===== src/rtl/bin2bcd_seq.sv =====
// bin2bcd_seq: sequential binary-to-BCD converter (double dabble, shift/add-3).
// One bit of the operand is shifted into the BCD accumulator per cycle, so a
// conversion takes WIDTH shift cycles plus one DONE cycle (WIDTH+1 total).
//
// Parameters:
//   WIDTH   binary operand width (>= 2)
//   DIGITS  number of BCD output digits; too few digits sets ovf and leaves
//           the value modulo 10^DIGITS in bcd_out
//
// Ports:
//   clk      rising-edge clock
//   rst      synchronous reset, active-high
//   start    conversion request, sampled only in IDLE
//   bin_in   operand, captured on the accepted start edge
//   busy     high in SHIFT and DONE
//   done     single-cycle pulse, result valid from this cycle on
//   bcd_out  packed BCD result, digit 0 (ones) in bits [3:0]
//   ovf      result needed more than DIGITS digits
//   neg      sign of the result
//
// Optional build macro BIN2BCD_SIGNED_EN: bin_in is two's complement, the
// magnitude is converted and neg carries the sign. Without it bin_in is
// unsigned and neg is tied low.

module bin2bcd_seq #(
  parameter int unsigned WIDTH  = 8,
  parameter int unsigned DIGITS = 3
) (
  input  logic                  clk,
  input  logic                  rst,
  input  logic                  start,
  input  logic [WIDTH-1:0]      bin_in,
  output logic                  busy,
  output logic                  done,
  output logic [4*DIGITS-1:0]   bcd_out,
  output logic                  ovf,
  output logic                  neg
);

  localparam int unsigned BCD_W = 4 * DIGITS;
  localparam int unsigned CNT_W = $clog2(WIDTH + 1);
  localparam logic [CNT_W-1:0] CNT_LOAD = CNT_W'(WIDTH);
  localparam logic [CNT_W-1:0] CNT_ONE  = CNT_W'(1);

  typedef enum logic [1:0] {
    S_IDLE,
    S_SHIFT,
    S_DONE
  } state_e;

  state_e             state_q, state_d;
  logic [WIDTH-1:0]   op_q, op_d;
  logic [BCD_W-1:0]   acc_q, acc_d;
  logic [CNT_W-1:0]   cnt_q, cnt_d;
  logic               ovf_acc_q, ovf_acc_d;
  logic [BCD_W-1:0]   bcd_q, bcd_d;
  logic               ovf_q, ovf_d;

  logic [WIDTH-1:0]   load_op;
  logic [BCD_W-1:0]   acc_adj;
  // {carry-out of top digit, accumulator, operand} after the left shift
  logic [BCD_W+WIDTH:0] shifted;

`ifdef BIN2BCD_SIGNED_EN
  localparam logic [WIDTH-1:0] OP_ONE = WIDTH'(1);

  logic sign_q, sign_d;
  logic neg_q, neg_d;
  logic load_sign;

  // Negative operands are converted as their magnitude; the most negative
  // value maps onto itself, which read unsigned is the full magnitude.
  assign load_sign = bin_in[WIDTH-1];
  assign load_op   = load_sign ? (~bin_in + OP_ONE) : bin_in;
  assign neg       = neg_q;
`else
  assign load_op   = bin_in;
  assign neg       = 1'b0;
`endif

  assign busy    = (state_q != S_IDLE);
  assign done    = (state_q == S_DONE);
  assign bcd_out = bcd_q;
  assign ovf     = ovf_q;

  // Add-3 correction per digit, independent of neighbouring digits.
  always_comb begin
    acc_adj = acc_q;
    for (int unsigned i = 0; i < DIGITS; i++) begin
      if (acc_q[4*i +: 4] >= 4'd5) begin
        acc_adj[4*i +: 4] = acc_q[4*i +: 4] + 4'd3;
      end
    end
    shifted = {acc_adj, op_q, 1'b0};
  end

  always_comb begin
    state_d   = state_q;
    op_d      = op_q;
    acc_d     = acc_q;
    cnt_d     = cnt_q;
    ovf_acc_d = ovf_acc_q;
    bcd_d     = bcd_q;
    ovf_d     = ovf_q;
`ifdef BIN2BCD_SIGNED_EN
    sign_d    = sign_q;
    neg_d     = neg_q;
`endif

    unique case (state_q)
      S_IDLE: begin
        if (start) begin
          op_d      = load_op;
          acc_d     = '0;
          ovf_acc_d = 1'b0;
          cnt_d     = CNT_LOAD;
`ifdef BIN2BCD_SIGNED_EN
          sign_d    = load_sign;
`endif
          state_d   = S_SHIFT;
        end
      end

      S_SHIFT: begin
        acc_d     = shifted[BCD_W+WIDTH-1:WIDTH];
        op_d      = shifted[WIDTH-1:0];
        // Any bit pushed out of the top digit means the value needs more digits.
        ovf_acc_d = ovf_acc_q | shifted[BCD_W+WIDTH];
        cnt_d     = cnt_q - CNT_ONE;
        if (cnt_q == CNT_ONE) begin
          bcd_d   = shifted[BCD_W+WIDTH-1:WIDTH];
          ovf_d   = ovf_acc_q | shifted[BCD_W+WIDTH];
`ifdef BIN2BCD_SIGNED_EN
          neg_d   = sign_q;
`endif
          state_d = S_DONE;
        end
      end

      S_DONE: begin
        state_d = S_IDLE;
      end

      default: begin
        state_d = S_IDLE;
      end
    endcase
  end

  always_ff @(posedge clk) begin
    if (rst) begin
      state_q   <= S_IDLE;
      op_q      <= '0;
      acc_q     <= '0;
      cnt_q     <= '0;
      ovf_acc_q <= 1'b0;
      bcd_q     <= '0;
      ovf_q     <= 1'b0;
`ifdef BIN2BCD_SIGNED_EN
      sign_q    <= 1'b0;
      neg_q     <= 1'b0;
`endif
    end else begin
      state_q   <= state_d;
      op_q      <= op_d;
      acc_q     <= acc_d;
      cnt_q     <= cnt_d;
      ovf_acc_q <= ovf_acc_d;
      bcd_q     <= bcd_d;
      ovf_q     <= ovf_d;
`ifdef BIN2BCD_SIGNED_EN
      sign_q    <= sign_d;
      neg_q     <= neg_d;
`endif
    end
  end

endmodule


===== config.mk =====
export PLATFORM = sky130hd
export DESIGN_NAME = bin2bcd_seq
export DESIGN_NICKNAME = d
export VERILOG_FILES = /design/src/rtl/bin2bcd_seq.sv
export SDC_FILE = /design/constraint.sdc
export NUM_CORES = 1
export LEC_CHECK = 0
export ABC_CLOCK_PERIOD_IN_PS = 2009
export CORE_MARGIN = 8
export CORE_UTILIZATION = 50
export DETAILED_ROUTE_END_ITERATION = 16
export GPL_TIMING_DRIVEN = 0
export PLACE_DENSITY = 0.74
export SLEW_MARGIN = 5
export SYNTH_ARGS = -nofsm -noshare
export SYNTH_HDL_FRONTEND = slang
export SYNTH_SLANG_ARGS = --single-unit

===== constraint.sdc =====
create_clock -name clk -period 2.01 [get_ports clk]
set_input_delay 0.5025 -clock clk [delete_from_list [all_inputs] [get_ports clk]]
set_output_delay 0.5025 -clock clk [all_outputs]
set_load 0.03 [all_outputs]

# --- After elaboration in Yosys (flattened, before gate mapping) ---
# Index checks and enable logic that the tools add are counted.
classes:
  addsub: 4
  magnitude_cmp: 3
  eq_ne: 5
  mux: 14
  bitwise_logic: 1
  reduce_logical: 6
op_table:
  columns: ["cell", "count"]
  rows:
  - ["12-bit case mux with 2 select lines", 1]
  - ["4-bit two-way mux", 4]
  - ["8-bit case mux with 2 select lines", 1]
  - ["4-bit by 2-bit adder with 4-bit output (second input constant)", 3]
  - ["4-bit by 3-bit >= comparator with 1-bit output (second input constant)", 3]
  - ["12-bit two-way mux", 1]
  - ["8-bit two-way mux", 1]
  - ["4-bit case mux with 2 select lines", 1]
  - ["2-bit AND reduction", 3]
  - ["4-bit by 1-bit equality test with 1-bit output (second input constant)", 1]
  - ["2-bit two-way mux", 2]
  - ["2-bit != test (second input constant)", 2]
  - ["2-bit case mux with 2 select lines", 1]
  - ["2-bit nonzero test", 2]
  - ["4-bit by 1-bit subtractor with 4-bit output (second input constant)", 1]
  - ["2-bit by 1-bit equality test with 1-bit output (second input constant)", 1]
  - ["2-bit equality test (second input constant)", 1]
  - ["2-bit zero test", 1]
  - ["1-bit case mux with 2 select lines", 1]
  - ["1-bit two-way mux", 1]
  - ["1-bit bitwise OR", 1]
totals:
  reg_bits: 40
  in_bits: 11
  out_inout_bits: 16
  word_cells: 40

# --- Longest topological paths before layout ---
# Gate-level depths: netlist of run 1.
logic_depth:
  depth_word: 4
  ltp_mapped: 7
  depth_no_buf: 6

# --- Worst setup path after synthesis of run 1 ---
# OpenSTA, ideal clock, no wires.
synth_path:
  kind: "flip-flop to output port"
  startpoint: "reg state_q[1]"
  endpoint: "out done"
  arrival_ps: 1179
  required_time_ps: 1507
  slack_ps: 329
  stages_incl_launch_ff: 3
  path_buffers: 1
  path_cell_list: "dfxtp_1 > clkbuf_1 > nor2b_1"
synth_via:
  elab_chain_cells: 1
synth_rtl:
  columns: ["item", "line", "rtl"]
  rows:
  - ["start: declaration", "51", "state_e state_q, state_d;"]
  - ["start signal: assignment", "164", "state_q <= state_d;"]
  - ["2-bit equality test", "82", "assign done = (state_q == S_DONE);"]
  - ["end: declaration", "34", "output logic done,"]
# Every way passes these cells.

# --- Worst setup path after layout of run 1 ---
layout_path:
  startpoint: "reg state_q[0]"
  endpoint: "out busy"
layout_via:
  elab_chain_cells: 1
layout_rtl:
  columns: ["item", "line", "rtl"]
  rows:
  - ["2-bit nonzero test", "81", "assign busy = (state_q != S_IDLE);"]
  - ["end: declaration", "33", "output logic busy,"]
# Every way passes these cells.

==> key figures, run 1 <==
Detailed routing
  – Total number of vias: ~1600
  – DRT Pass-1 Iters: 4
  – DR WL/cell: 14.3 um
  – Routed wl met3: 178 um
  – Routed wire length: ~4200 um
  – Violation count after the first detailed-route iteration: 108
  – Metal-1 WL: 2080 um
  – Vias per cell: ~5.3
  – Post-route DRC: 0
  – Final ANT Viol Nets: 0
  – Met2 WL: between 1500 and 2000 um
  – Top layer in use: met4

CTS
  – TritonCTS clock tree: done
  – H-tree depth: 2
  – Root Buffer: clkbuf_8
  – Worst skew pair latency: 290 ps
  – Clk buf depth: 2
  – Clock transition at path regs: about 70 ps
  – CTS Buf Count: 5
  – Sink Count: 40

Synthesis
  – Mapped Area: 1910 um^2
  – Mapped Nets: 234
  – Ys async rst share: 0%
  – Mapped Cells: 215
  – Netlist cell types: 37
  – Post-synth top flop: dfxtp_1
  – Synthesis-stage register bit count: 40
  – Synth Area per Inst: 8.87 um^2
  – EDFF count, synth: 0
  – Sequential-to-total area share from yosys stat: a little over two fifths
  – Synth Warn #: 0

Cells and area
  – Area Overhead vs Synth: 21.8%
  – Nets: 266
  – Register Area: about 800 um^2
  – Fill cell count: 320
  – Share of layout cells above drive strength 1: 15.0%
  – Most frequent cells in the layout: dfxtp_1 (39), a21oi_1 (23), clkdlybuf4s50_1 (23)
  – Most common cell after layout, fill and taps aside: dfxtp_1
  – Post-Layout Inst Area: 2320 um^2
  – Area of the multi-input gates: 991 um^2
  – Ant. Diodes: 0

Setup path
  – Critical Path RT: ~1500 ps
  – Critical Path AT: between 1000 and 1500 ps
  – Startpoint types: flip-flop
  – Crit-path max FO: 10
  – Setup crit end kind: output port
  – Critical path class: reg -> out

Power and ir drop
  – Max VDD drop: 0.458 mV
  – Final Total Pwr: 1.65 mW
  – Pwr/cell area: 710 nW/um^2
  – Static leakage power: 0.851 nW

STA
  – Final setup TNS: 0 ps
  – Max_slew headroom: 57.7%
  – Tightest Pin Transition: 635 ps
  – RSZ-0062 raised after global routing: false
  – Clock skew: 3.08 ps
  – FMAX: 0.516 GHz
  – Final Hold Fails: 0
  – Slew Viols, Final: 0
  – Min Tclk post-route: 1940 ps
  – Period utilization: 96.4%
  – Final setup viols: 0

Global routing
  – Pin count of the biggest net entering global routing: 12
  – Initial antenna violation count: 0
  – GRT Total Usage: about 15%
  – Gr ovfl total: 0
  – Vias in the first global route: 1549
  – First-pass GRT wire length: 7330 um

Place
  – Placed Area: 2220 um^2
  – GPL Wtd Cong: 0.834
  – DP Wirelength: 2970 um
  – Input/output buffers: 25

Floorplan
  – Die area: ~6000 um^2
  – Core area: approximately 3700 um^2
  – IO Pins: 27
  – Row cnt: 22
  – Die height: 77.8 um
  – Initial Utilization: approximately 52%
  – Die X: 77.8 um

Status
  – Outcome: finished, final reports clean

Hold path
  – Min-delay worst type: reg -> reg

Run
  – Max-cap violations: 0
what timing repair did:
action	CTS	global route
resized for setup	8	3
endpoints found under the setup margin	2	2
hold buffers	0	0
buffers inserted	0	0
per-stage QoR:
step | hold WS, ps | instances | worst slack (ps) | utilization [%]
2_1_floorplan | 441 | 215 | 329 | -
3_3_place_gp | 462 | 288 | -183 | 60.6
3_5_place_dp | 462 | 288 | -192 | 60.6
4_1_cts | 478 | 295 | 12.3 | 63.3
5_1_grt | 505 | 295 | 15.6 | 63.4
6_report | 478 | 295 | 72.5 | 63.4
power by group:
group          switching, mW  internal, mW
Clock                  0.267         0.306
Combinational          0.127         0.102
Sequential            0.0231         0.826
cell families after synthesis:
kind of cell	after synthesis	share of synthesized area (%)
buffers and inverters	26	6.04
adders and majority gates	8	5.25
and+or+nand+nor	67	18.8
xor gates and xnor gates	3	1.38
other	1	0.197
AOI/OAI and AO/OA	66	24.2
DFF	40	42.0
muxes	4	2.17
path summary, 6_finish.rpt:
| path | slack [ps] | cells past startpoint | end | startpoint |
|---|---|---|---|---|
| worst max-delay path | 70 | 3 | busy | state_q[0] |
| worst min-delay path | 480 | 2 | bcd_out[5] | bcd_out[5] |
| worst min register to register | 480 | 2 | bcd_out[5] | bcd_out[5] |
| worst max register to register | 360 | 6 | bcd_out[6] | acc_q[4] |
flip-flops by register name (all words and copies together) (netlist names):
signal,cells
ovf_acc_q,1
acc_q,12
op_q,8
cnt_q,4
ovf,1
bcd_out,12
state_q,2
cell usage after synthesis (2+ instances only):
library cell / count / area share [%]
ha_1: 8 / 5.2
xnor2_1: 3 / 1.4
nor2b_1: 6 / 2.0
mux2i_1: 3 / 1.6
o221a_2: 7 / 4.1
o22ai_1: 3 / 0.98
clkbuf_1: 7 / 1.4
a21oi_1: 23 / 6.0
dfxtp_1: 40 / 42
inv_1: 13 / 2.6
nand2b_1: 5 / 1.6
buf_4: 2 / 0.79
nor2_1: 21 / 4.1
buf_2: 2 / 0.52
nand3_1: 3 / 0.79
nand3b_1: 2 / 0.79
nor3b_1: 12 / 4.7
a31o_2: 3 / 1.4
nand2_1: 10 / 2.0
a211oi_1: 3 / 1.2
a22o_1: 3 / 1.4
a211oi_2: 4 / 2.6
o21ai_0: 15 / 3.9
nor3_1: 4 / 1.0
cell type report:
class,count,share of cell area (%)
multi-input cells,149,42.7
flip-flops and latches,40,34.5
repair buffers,25,10.9
clock buffers,7,4.15
plain buffers,13,3.07
well taps,48,2.59
inverters,13,2.10
worst max-delay path: stages, from the launching register on:
cell	delay [ps]
dfxtp_1	350
clkbuf_2	210
or2_2	300
clkdlybuf4s15_2	280
routing by layer:
layer	up-vias	global-route usage (%)
met5	-	0
li1	817	-
met3	6	4.38
met2	26	23.1
met4	0	4.53
met1	702	18.6
No activity file was read; power rests on OpenSTA's default activity.
==> run 2: changes to the inputs <==
Settings changed: PLACE_DENSITY 0.74 to 0.85.
==> run 2 against run 1 <==
Net effect: via count rose by 4.6%; flip-flop and latch count unchanged; first-iteration DRC count grew 24%; largest power group unchanged; power grew 0.88%; critical path depth stayed put; worst hold slack got worse by 2.1 ps; clock power increased by 2%; fmax up 0.25%; sequential power about the same; highest routed layer unchanged; global-route usage down 0.14 points.
==> key figures, run 2 (synthesis gave the netlist of run 1 again) <==
Hold path
  – Hold depth: 2 (unchanged)
  – Min-delay worst type: reg -> reg
  – Min-delay src: bcd_out[5]
  – Hold path endpoint: bcd_out[5]

Floorplan
  – Initial Utilization: 52.1% (unchanged)
  – IO Pins: 27 (unchanged)
  – Die area: 6050 um^2 (unchanged)
  – Die X: 77.8 um (unchanged)
  – Row cnt: 22 (unchanged)
  – Core area: 3660 um^2 (unchanged)
  – Die height: 77.8 um (unchanged)

Setup path
  – Reg2Reg Launch Point: acc_q[4]
  – Crit path largest cell delay: 360 ps (about the same)
  – Critical path class: reg -> out
  – R2R setup slack: 380 ps (+20 ps)
  – Startpoint types: flip-flop
  – Crit-path max FO: 10 (unchanged)
  – R2r worst-path depth: 6 (unchanged)
  – CP Cell Sequence: buf_2, or2_2, clkdlybuf4s15_2
  – Critical Path RT: 1510 ps (about the same)
  – Worst r2r dst: bcd_out[6]
  – Setup crit end kind: output port
  – Critical Path AT: 1430 ps (about the same)
  – Slowest stage cell, crit path: dfxtp_2

Detailed routing
  – Metal-1 WL: 1960 um (-5.8%)
  – Met2 WL: 2040 um (+7.5%)
  – Routed wl met3: 174 um (-2.2%)
  – Post-route DRC: 0 (unchanged)
  – Routed wire length: 4240 um (+0.62%)
  – Final ANT Viol Nets: 0 (unchanged)
  – Violation count after the first detailed-route iteration: 134 (+24%)
  – Top layer in use: met4
  – DRT Pass-1 Iters: 4 (unchanged)
  – DR WL/cell: 14.4 um (+0.62%)
  – Total number of vias: 1622 (+4.6%)
  – Vias per cell: 5.50 (+4.6%)

CTS
  – Clock transition at path regs: 80 ps (about the same)
  – CTS Buf Count: 5 (unchanged)
  – Clk buf depth: 2 (unchanged)
  – Root Buffer: clkbuf_8
  – Hold bufs inserted after CTS: 0 (unchanged)
  – TritonCTS clock tree: done
  – Sink Count: 40 (unchanged)
  – # Post-CTS Setup Buffers: 0 (unchanged)
  – Resized Gates After CTS: 8 (unchanged)
  – H-tree depth: 2 (unchanged)
  – Worst skew pair latency: 290 ps (about the same)

Global routing
  – GRT Total Usage: 14.5% (-0.14 points)
  – Vias in the first global route: 1585 (+2.3%)
  – Gr ovfl total: 0 (unchanged)
  – Pin count of the biggest net entering global routing: 12 (unchanged)
  – First-pass GRT wire length: 7220 um (-1.6%)
  – Initial antenna violation count: 0 (unchanged)

Cells and area
  – Ant. Diodes: 0 (unchanged)
  – Most frequent cells in the layout: dfxtp_1 (39), a21oi_1 (23), clkdlybuf4s50_1 (23)
  – Share of layout cells above drive strength 1: 15.0% (unchanged)
  – Most common cell after layout, fill and taps aside: dfxtp_1
  – Final Core Density: 63.4% (-0.068 points)
  – Nets: 266 (unchanged)
  – Area Overhead vs Synth: 21.7%

Status
  – Outcome: finished, final reports clean

STA
  – Slew Viols, Final: 0 (unchanged)
  – RSZ-0062 raised after global routing: false
  – Tightest Pin Transition: 615 ps (-19.4 ps)
  – Max_slew headroom: 59.0% (+1.3 points)
  – FMAX: 0.517 GHz (+0.25%)
  – Clock skew: 2.26 ps (-0.822 ps)
  – Period utilization: 96.2% (-0.24 points)
  – Final Hold Fails: 0 (unchanged)
  – Final setup viols: 0 (unchanged)
  – Final setup TNS: 0 ps (unchanged)
  – Min Tclk post-route: 1930 ps (-4.78 ps)

Place
  – GPL Wtd Cong: 0.766 (-8.1%)
  – DP Wirelength: 2970 um (about the same)
  – Input/output buffers: 25 (unchanged)

Run
  – Max-cap violations: 0 (unchanged)

Power and ir drop
  – Max VDD drop: 0.385 mV (-16%)
  – Static leakage power: 0.851 nW (about the same)
  – Pwr/cell area: 717 nW/um^2 (+0.99%)
  – Final Total Pwr: 1.66 mW (+0.88%)
[run 2: how the worst max path moves through the flow]
stage	end	from	slack, ps	cells past startpoint
floorplan	done	state_q[1]	330	2
global placement	done	state_q[1]	-190	3
detailed placement	done	state_q[1]	-180	3
CTS	busy	state_q[1]	6	3
global route	busy	state_q[1]	20	3
finish	busy	state_q[1]	80	3
[run 2: final cells by class]
type,count,area (um^2)
fillers,301,1340
clock buffers,7,96.3
flip-flops and latches,40,802
well taps,48,60.1
inverters,13,48.8
multi-input cells,149,991
plain buffers,13,68.8
repair buffers,25,253
[run 2: per-stage QoR]
step	cells	setup slack, ps	cell area, um^2	hold slack [ps]
finish	295	77.3	2320	476
global route	295	16.6	2320	520
CTS	295	6.00	2320	478
detailed placement	288	-176	2220	459
global placement	288	-190	2220	460
floorplan	215	329	1910	441
[run 2: worst max-delay path: cells and delay by family (launching register included)]
family,cells,cell delay (ps)
AND/OR/NAND/NOR,1,300
flip-flops,1,360
buffers and inverters,2,470
[run 2: power by group]
part | internal (mW) | total [mW] | switching, mW
Combinational | 0.102 | 0.230 | 0.128
Clock | 0.306 | 0.585 | 0.279
Sequential | 0.825 | 0.849 | 0.0235
Total | 1.23 | 1.66 | 0.431
[run 2: routing by layer]
layer | vias to the layer above | global-route usage, %
met4 | 0 | 6.60
met1 | 767 | 16.8
li1 | 820 | -
met2 | 29 | 23.8
met5 | - | 0
met3 | 6 | 4.61
==> run 3: changes to the inputs <==
Settings changed: GPL_TIMING_DRIVEN 0 to unset.
==> run 3 against run 2 <==
Net effect: register-to-register slack got worse by 130 ps; critical path depth fell by 2; worst hold slack barely moved; global-route usage fell by 1.1 points; flip-flop and latch count did not move; combinational power barely moved; setup slack improved by 110 ps; core utilization fell by 0.34 points; clock-buffer cell count did not move; first-iteration DRC count rose by 4.5%; critical endpoint is now bcd_out[5].
==> key figures, run 3 (synthesis gave the netlist of run 1 again) <==
Detailed routing
  – DRT Pass-1 Iters: 5 (+1)
  – DR WL/cell: 13.7 um (-4.6%)
  – Violation count after the first detailed-route iteration: 140 (+4.5%)
  – Post-route DRC: 0 (unchanged)
  – Vias per cell: 5.46 (-0.66%)
  – Routed wire length: 3980 um (-6.2%)
  – Total number of vias: 1584 (-2.3%)
  – Final ANT Viol Nets: 0 (unchanged)

CTS
  – TritonCTS clock tree: done
  – Clock transition at path regs: 70 ps (about the same)
  – Hold bufs inserted after CTS: 0 (unchanged)
  – Worst skew pair latency: 290 ps (about the same)
  – Sink Count: 40 (unchanged)
  – Clk buf depth: 2 (unchanged)
  – CTS Buf Count: 5 (unchanged)
  – Root Buffer: clkbuf_8
  – Resized Gates After CTS: 0 (-8)
  – # Post-CTS Setup Buffers: 0 (unchanged)
  – H-tree depth: 2 (unchanged)

STA
  – Slew Viols, Final: 0 (unchanged)
  – FMAX: 0.550 GHz (+6.3%)
  – Final setup TNS: 0 ps (unchanged)
  – Period utilization: 90.5% (-5.7 points)
  – Final setup viols: 0 (unchanged)
  – Final Hold Fails: 0 (unchanged)
  – Hold slack: 476 ps (-0.425 ps)
  – RSZ-0062 raised after global routing: false
  – Min Tclk post-route: 1820 ps (-114 ps)
  – Clock skew: 5.13 ps (+2.87 ps)
  – Final critical-path setup slack: 191 ps (+114 ps)

Hold path
  – Min-delay worst type: reg -> reg

Global routing
  – GRT Total Usage: 13.4% (-1.1 points)
  – Initial antenna violation count: 0 (unchanged)
  – Gr ovfl total: 0 (unchanged)
  – Vias in the first global route: 1464 (-7.6%)
  – First-pass GRT wire length: 6650 um (-7.8%)
  – Pin count of the biggest net entering global routing: 23 (+11)

Setup path
  – Crit-path max FO: 2 (-8)
  – Reg2Reg Launch Point: state_q[0]
  – Cell depth of the worst setup path: 1 (-2)
  – Critical path class: reg -> out
  – Crit path max-delay family: buffers and inverters
  – Worst r2r dst: bcd_out[5]
  – Critical Path AT: 1320 ps (-110 ps)
  – Slowest stage cell, crit path: clkdlybuf4s50_1
  – R2r worst-path depth: 6 (unchanged)
  – CP Cell Sequence: clkdlybuf4s50_1
  – Crit path from: bcd_out[5]
  – Startpoint types: flip-flop
  – R2R setup slack: 250 ps (-130 ps)
  – Buf/Inv on CP: 1 (-1)
  – Critical Path RT: 1510 ps (about the same)
  – CP Capture Point: bcd_out[5]
  – Setup crit end kind: output port
  – Crit path largest cell delay: 690 ps (+330 ps)

Place
  – GPL Wtd Cong: 0.785 (+2.5%)
  – Worst Setup Slack post-DPL: 134 ps (+309 ps)
  – Input/output buffers: 25 (unchanged)
  – DP Wirelength: 2810 um (-5.5%)

Power and ir drop
  – Final Total Pwr: 1.64 mW (-1.3%)
  – Pwr/cell area: 712 nW/um^2 (-0.72%)
  – Static leakage power: 0.867 nW (+1.8%)
  – Max VDD drop: 0.509 mV (+32%)

Floorplan
  – IO Pins: 27 (unchanged)
  – Initial Utilization: 52.1% (unchanged)
  – Die height: 77.8 um (unchanged)
  – Row cnt: 22 (unchanged)
  – Die X: 77.8 um (unchanged)
  – Core area: 3660 um^2 (unchanged)
  – Die area: 6050 um^2 (unchanged)

Cells and area
  – Most frequent cells in the layout: dfxtp_1 (40), a21oi_1 (23), clkdlybuf4s50_1 (23)
  – Area Overhead vs Synth: 21.0%
  – Most common cell after layout, fill and taps aside: dfxtp_1
  – Nets: 261 (-1.9%)
  – Ant. Diodes: 0 (unchanged)
  – Share of layout cells above drive strength 1: 14.9% (-0.10 points)
  – Fill cell count: 315 (+4.7%)

Run
  – Max-cap violations: 0 (unchanged)

Status
  – Outcome: finished, final reports clean
[run 3: cell types whose count changed in the layout (fill, tap and decap cells not counted)]
cell and delta:
buf_4 +7, dfxtp_2 -1, dlymetal6s2s_1 +1, clkbuf_1 -5
clkbuf_2 -1, clkdlybuf4s15_2 -2, buf_6 -1, buf_2 -3
buf_1 -1, dfxtp_1 +1
[run 3: how the worst min path moves through the flow]
| stage | slack (ps) | endpoint | start | cells after the start |
|---|---|---|---|---|
| detailed placement | 460 | bcd_out[1] | bcd_out[1] | 2 |
| CTS | 480 | bcd_out[1] | bcd_out[1] | 2 |
| floorplan | 440 | acc_q[1] | acc_q[1] | 2 |
| global placement | 470 | bcd_out[1] | bcd_out[1] | 2 |
| finish | 480 | bcd_out[1] | bcd_out[1] | 2 |
| global route | 500 | bcd_out[2] | bcd_out[2] | 2 |
[run 3: layout make-up]
cell class / count / area (um^2) / area share, %
Multi-Input combinational cell: 149 / 991 / 43.0
Sequential cell: 40 / 801 / 34.7
Timing Repair Buffer: 33 / 310 / 13.4
Clock buffer: 7 / 96.3 / 4.18
Tap cell: 48 / 60.1 / 2.60
Inverter: 13 / 48.8 / 2.11
[run 3: where the power goes]
group	switching, mW	internal, mW	total [mW]
registers	0.0219	0.826	0.848
clock network	0.262	0.305	0.568
logic	0.125	0.103	0.228
[run 3: metal layers]
layer,vias to the layer above,share of wire (%),GRT usage [%]
met1,737,48,15.9
li1,807,-,-
met4,0,1.8,5.85
met3,8,5.5,5.30
met5,-,0,0
met2,32,45,21.0
[run 3: worst register-to-register path, cell delays in order, from the launching register on]
cell	delay, ps
dfxtp_1	330
buf_4	230
nor2b_4	280
and3_1	220
buf_4	290
nand2_1	150
o22ai_1	190
[run 3: stage by stage]
| stage | instance area [um^2] | utilization (%) | instances |
|---|---|---|---|
| after floorplan | 1910 | - | 215 |
| after global placement | 2210 | 60.3 | 283 |
| after detailed placement | 2210 | 60.3 | 283 |
| after CTS | 2300 | 63.0 | 290 |
| after global routing | 2310 | 63.0 | 290 |
| final | 2310 | 63.0 | 290 |
